### config.mk
export PLATFORM = sky130hd
export DESIGN_NAME = instr_fetch_queue
export DESIGN_NICKNAME = d
export VERILOG_FILES = /design/src/rtl/instr_fetch_queue.sv
export SDC_FILE = /design/constraint.sdc
export NUM_CORES = 1
export LEC_CHECK = 0
export ABC_CLOCK_PERIOD_IN_PS = 4900
export BUFFER_PORTS_ARGS = -buffer_cell sky130_fd_sc_hd__buf_4
export CORE_MARGIN = 5
export CORE_UTILIZATION = 55
export DETAILED_ROUTE_END_ITERATION = 10
export PLACE_DENSITY_LB_ADDON = 0.2
export SETUP_SLACK_MARGIN = 0.1
export SLEW_MARGIN = 40
export SYNTH_ARGS = -nofsm -noshare
export SYNTH_HDL_FRONTEND = slang
export SYNTH_SLANG_ARGS = --single-unit
export TNS_END_PERCENT = 50
### constraint.sdc
create_clock -name clk -period 4.9 [get_ports clk]
set_input_delay 0.98 -clock clk [delete_from_list [all_inputs] [get_ports clk]]
set_output_delay 0.98 -clock clk [all_outputs]
set_load 0.005 [all_outputs]
### src/rtl/instr_fetch_queue.sv
// instr_fetch_queue: single-outstanding instruction prefetcher feeding a DEPTH-entry queue to the decoder.
module instr_fetch_queue #(
   parameter int BUS_WIDTH = 33,
   parameter int PC_WIDTH  = 16,
   parameter int DEPTH     = 4,
   parameter int RESET_PC  = 0
) (
   input  logic                 clk,
   input  logic                 rst_n,
   input  logic                 flush,
   input  logic [PC_WIDTH-1:0]  flush_pc,
   output logic                 imem_req,
   output logic [PC_WIDTH-1:0]  imem_addr,
   input  logic                 imem_ack,
   input  logic [BUS_WIDTH-1:0] imem_rdata,
   output logic                 instr_valid,
   output logic [BUS_WIDTH-1:0] instr,
   input  logic                 next_instr,
   output logic [PC_WIDTH-1:0]  fetch_pc
);
   localparam int AW = $clog2(DEPTH);
   localparam logic [AW:0] FULL = (AW+1)'(DEPTH);
   localparam logic [PC_WIDTH-1:0] RPC = PC_WIDTH'(RESET_PC);
   typedef enum logic [1:0] {IDLE, WAIT, DRAIN} state_t;
   state_t state_q, state_d;
   logic [AW:0] count_q;
   logic [AW-1:0] rd_ptr, wr_ptr;
   logic [PC_WIDTH-1:0] pc_q, addr_q;
   logic [BUS_WIDTH-1:0] mem_data [DEPTH];
   logic [PC_WIDTH-1:0] mem_pc [DEPTH];
   logic push, pop;
   always_comb begin
      state_d = state_q;
      if (state_q == IDLE) state_d = (!flush && count_q < FULL) ? WAIT : IDLE;
      else if (imem_ack) state_d = IDLE;
      else if (flush) state_d = DRAIN;
   end
   assign push        = state_q == WAIT && imem_ack && !flush;
   assign pop         = next_instr && instr_valid && !flush;
   assign imem_req    = state_q != IDLE;
   assign imem_addr   = addr_q;
   assign instr_valid = count_q != '0;
   // Empty queue presents zeros so unreset storage never leaks to the decoder.
   assign instr       = instr_valid ? mem_data[rd_ptr] : '0;
   assign fetch_pc    = instr_valid ? mem_pc[rd_ptr] : '0;
   always_ff @(posedge clk or negedge rst_n) begin
      if (!rst_n) begin
         state_q <= IDLE;
         count_q <= '0;
         rd_ptr  <= '0;
         wr_ptr  <= '0;
         pc_q    <= RPC;
         addr_q  <= RPC;
      end else begin
         state_q <= state_d;
         if (state_q == IDLE && state_d == WAIT) addr_q <= pc_q;
         if (flush) begin
            count_q <= '0;
            rd_ptr  <= '0;
            wr_ptr  <= '0;
            pc_q    <= flush_pc;
         end else begin
            count_q <= count_q + (AW+1)'(push) - (AW+1)'(pop);
            if (push) wr_ptr <= wr_ptr + AW'(1);
            if (push) pc_q <= pc_q + PC_WIDTH'(1);
            if (pop) rd_ptr <= rd_ptr + AW'(1);
         end
      end
   end
   always_ff @(posedge clk) begin
      if (push) begin
         mem_data[wr_ptr] <= imem_rdata;
         mem_pc[wr_ptr]   <= addr_q;
      end
   end
endmodule

Yosys cells after proc, flatten, opt, wreduce, memory -nomap -nowiden. Memories as Yosys holds them, arrays and structs flattened. Index checks and enable logic that the tools add are counted.

Register bits after elaboration: 41. Memory bits (writable): 196. Input bits: 54. Output and inout bits: 67. Logic and storage cells: 43. Memories kept: 2.

Add/sub/neg operators: 5. Order comparisons: 1. Equality and inequality tests: 2. Mux-type cells: 15. Reduce and logical (&&, ||, !) cells: 12.

Memory list: mem_data (depth 4, width 33, read ports 1, clocked after memory_dff 0, wr ports 1, line 29) `logic [BUS_WIDTH-1:0] mem_data [DEPTH];`; mem_pc (depth 4, width 16, read ports 1, clocked after memory_dff 0, wr ports 1, line 30) `logic [PC_WIDTH-1:0] mem_pc [DEPTH];`.

Operators by type and width (number): $mux 16 (3); $mux 33 (1); $add 16x1->16 const B (1); $mux 2 (7); $logic_and 1x1->1 (6); $reduce_bool 2->1 (3); $add 2x1->2 const B (2); $eq 2x1->1 const B (2); $add 3x1->3 (1); $lt 3x3->1 const B (1); $mux 1 (3); $mux 3 (1); $reduce_bool 3->1 (1); $sub 3x1->3 (1); $logic_not 2->1 (1); $logic_not 1->1 (1).

Longest topological paths before layout.
Word-level depth: 6. Depth in mapped cells: 12. Gate-level depth less buffers: 11.

Least setup slack after synthesis. No wires, ideal clock.

Path type: in2reg. From: input flush. To: memory mem_data[0][0] (enable). Setup time: 0.412 ns. Arrival time: 2.748 ns. Data required time: 4.488 ns. Setup slack: 1.741 ns. Cell stages on the path: 4. Path buffers: 2. Path through: buf_2 > clkbuf_1 > nor2_1 > and2_1.

Longest elaborated chain between the ends: 4.

Ends and longest elaborated chain: start, declared (line 10) `input logic flush,`; $logic_not 1->1 (line 38) `assign push = state_q == WAIT && imem_ack && !flush;`; $logic_and 1x1->1 (line 38); $mux 1 (line 71) `if (push) begin`; $mux 1 (not written as such) (line 72) `mem_data[wr_ptr] <= imem_rdata;`; end, declared (line 29).

No other way between the ends.

Final worst setup path.
From: register rd_ptr[1]. To: output instr[13].

Longest elaborated chain between the ends: 2.

Ends and longest elaborated chain: start, declared (line 27) `logic [AW-1:0] rd_ptr, wr_ptr;`; start signal, assigned (line 66) `if (pop) rd_ptr <= rd_ptr + AW'(1);`; $mem_v2 4x33; $mux 33 (line 44) `assign instr = instr_valid ? mem_data[rd_ptr] : '0;`; end, declared (line 17) `output logic [BUS_WIDTH-1:0] instr,`.

No other way between the ends.

==> summary.md <==
| Metric | Value |
|---|---|
| Synth area leader | `edfxtp_1` |
| Sequential share of the synthesized area | `0.7282` |
| Clock sinks | `between 200 and 250` |
| CTS Buf Count | `23` |
| Fin. Hold Viols | `0` |
| CTS tree | `built` |
| GRT overflow | `0` |
| Final Cycle Share | `0.7102` |
| Share of layout cells above drive strength 1 | `0.3642` |
| Worst IR Drop VDD | `0.2797 mV` |
| Routed WL per cell | `~20 um` |
| Crit-path slowest cell | `dfrtp_2` |
| Post-synthesis simple-gate area fraction | `0.08015` |
| Largest family of logic cells by synthesized area | `multiplexers` |
| Crit end category | `primary output` |
| Die Wd | `141.4 um` |
| Final ANT Viol Nets | `0` |
| Skew final | `about 0.0060 ns` |
| Largest net degree at the start of global routing | `between 50 and 60` |
| CORE AREA | `between 15,000 and 20,000 um^2` |
| Vias/cell | `around 5.6` |
| Startpoint types | `register` |
| Yosys Warn Count | `0` |
| DP HPWL | `approximately 12,000 um` |
| Post-CTS sizing | `0` |
| Pleak | `~4.1 nW` |
| Top-count cell post-synth | `edfxtp_1` |
| Maximum clock path buffer count | `3` |
| Worst r2r src | `count_q[2]` |
| TritonRoute pass-1 iters | `4` |
| Number of port buffers | `120` |
| Residual DRC | `0` |
| CP required | `~3.9 ns` |
| Die height | `between 100 and 150 um` |
| IO Count | `121` |
| Most frequent cells after synthesis | `196 x edfxtp_1, 53 x and2_1, 49 x mux4_2` |
| Crit path max fanout | `29` |
| Post-synthesis register bit count | `approximately 240` |
| H-Tree Level Count | `1` |
| Worst-path clk slew | `around 0.06 ns` |
| Vias in the first global route | `between 5,000 and 6,000` |
| Ant. Diodes | `0` |
| Library cells used by synthesis | `39` |
| Max Fclk | `287.4 MHz` |
| DR iter-0 viols | `a little over 300` |
| Via count | `4,854` |
| Fin Setup TNS | `0 ns` |
| Floorplan row count | `48` |
| Synth Area in Compound Gates | `0.01120` |
| Final min period | `about 3.5 ns` |
| Post-synthesis xor/xnor area fraction | `0.01292` |
| Status | `completed` |
| Pre-CTS setup slack | `approximately 1.7 ns` |
| Clock root buffer | `clkbuf_16` |
| Initial antenna violation count | `0` |
| CP Cell Sequence | `buf_4 -> mux4_2 -> and2_1 -> buf_4` |
| Type of the worst setup path | `register to primary output` |
| Crit path from | `rd_ptr[1]` |
| Power Density | `just under 500 nW/um^2` |
| Final worst setup slack | `~1.4 ns` |
| Main synth FF type | `edfxtp_1` |
| Crit path arrival time | `around 2.5 ns` |
| Nets | `about 700` |
| DRT Wirelength | `between 15,000 and 20,000 um` |
| # setup viols final | `0` |
| Die area | `approximately 20,000 um^2` |
| CTS Hold Bufs | `0` |
| Initial Util | `0.5545` |
| RSZ-0062 raised after global routing | `no` |
| Post-synthesis async set-or-reset flop share | `0.1730` |
| Min-Delay Path Class | `input pin to asynchronous set/reset pin` |
| Post-CTS setup buffers | `0` |
| Most common cell on crit path | `buf_4` |
| Slew margin rel. | `0.4903` |
| Post-synthesis instance total | `504` |
| Buf/Inv on CP | `2` |
| Synth Area in Adders | `0.01134` |
| Max-cap violations | `0` |
| Post-synth top area share | `0.6201` |
| First-pass GRT wire length | `roughly 30,000 um` |
| Overall Global Routing Usage | `0.1854` |
| Synthesized area per cell | `around 19 um^2` |
| Mapped cell area | `around 9500 um^2` |
| GP Congestion | `0.7551` |
| P&R area growth vs syn | `19.39%` |
| Critical Path Max Stage Delay | `0.87 ns` |
| Fillers | `1,169` |
| Final Util | `0.6621` |
| Post-synth EDFFs | `196` |
| Max Slew Vio Count | `0` |
| Mux cell area share after synthesis | `0.1407` |
| Hold slack | `~0.47 ns` |
| Critical path's top delay family | `flip-flops` |
| Synth Net Count | `roughly 570` |
| Worst Max-Slew Pin Slew | `0.7646 ns` |
| Top cells by area, synth | `edfxtp_1 62%, mux4_2 12%, dfrtp_1 11%, and2_1 3.5%, mux2_2 2.0%` |
| Clk_lat worst skew | `between 0.4 and 0.5 ns` |
-- per-stage QoR --
stage | power (mW) | instances | area, um^2
floorplan | 3.368 | 504 | 9492
global placement | 4.047 | 829 | 10610
detailed placement | 4.127 | 831 | 10650
CTS | 5.682 | 872 | 11310
global route | 5.898 | 873 | 11330
finish | 5.620 | 873 | 11330
-- where the power goes --
| part | switching [mW] | internal (mW) |
|---|---|---|
| clock | 0.677 | 0.882 |
| combinational | 0.593 | 0.850 |
| sequential | 0.212 | 2.41 |
| total | 1.48 | 4.14 |
-- layout make-up --
type | instances | area (um^2) | share of cell area
Tap cell | 225 | 281.5 | 0.02484
Clock inverter | 8 | 40.04 | 0.003533
Clock buffer | 33 | 623.1 | 0.05499
Sequential cell | 237 | 6917 | 0.6104
Timing Repair Buffer | 128 | 993.5 | 0.08767
Inverter | 8 | 30.03 | 0.002650
Multi-Input combinational cell | 234 | 2447 | 0.2160
-- placed cells by master, fill, tap and decap left out, types with 2 or more instances in the layout --
cell type and n:
inv_1 8, buf_12 2, clkinvlp_4 2, a221o_1 3
nand3_1 6, clkbuf_1 9, o21ai_0 11, nor2_1 17
ha_1 7, clkinv_1 4, nand4_1 4, buf_4 125
dfrtp_1 39, xor2_1 7, and2_4 4, nor4_1 3
clkinv_2 2, mux2_2 17, xnor2_1 7, clkbuf_16 23
mux2i_1 4, mux4_2 49, nand2_1 21, edfxtp_1 196
nor2b_1 3, nor4_4 2, and2_1 49, nor3_1 4
-- cells by family after synthesis --
group	count (synthesis)
flops	237
mux	70
buf+inv	33
simple gates	125
xor+xnor	14
fa+ha+maj	8
compound gates	17
-- flip-flops by register name, summed over array words and instances, names as in the netlist --
signal     flops
count_q        3
pc_q          16
state_q        2
wr_ptr         2
imem_addr     16
mem_pc        64
rd_ptr         2
mem_data     132
-- path summary, 6_finish.rpt --
path / end / cells past startpoint / slack [ns]
max reg2reg: count_q[2] / 11 / 2.18
min in group clk: imem_addr[15] / 1 / 0.55
max: instr[13] / 4 / 1.42
min reg2reg: imem_addr[15] / 1 / 0.55
max in group asynchronous: rd_ptr[0] / 1 / 4.03
min: pc_q[11] / 1 / 0.47
-- per-layer routing --
layer / part of all wire / GRT usage / up-vias
met5: 0 / 0 / -
met4: 0.011 / 0.03468 / 0
met3: 0.048 / 0.02629 / 20
met2: 0.52 / 0.3223 / 121
met1: 0.42 / 0.2558 / 2500
li1: - / - / 2213
Note: power is estimated with default switching activity, not from simulation.
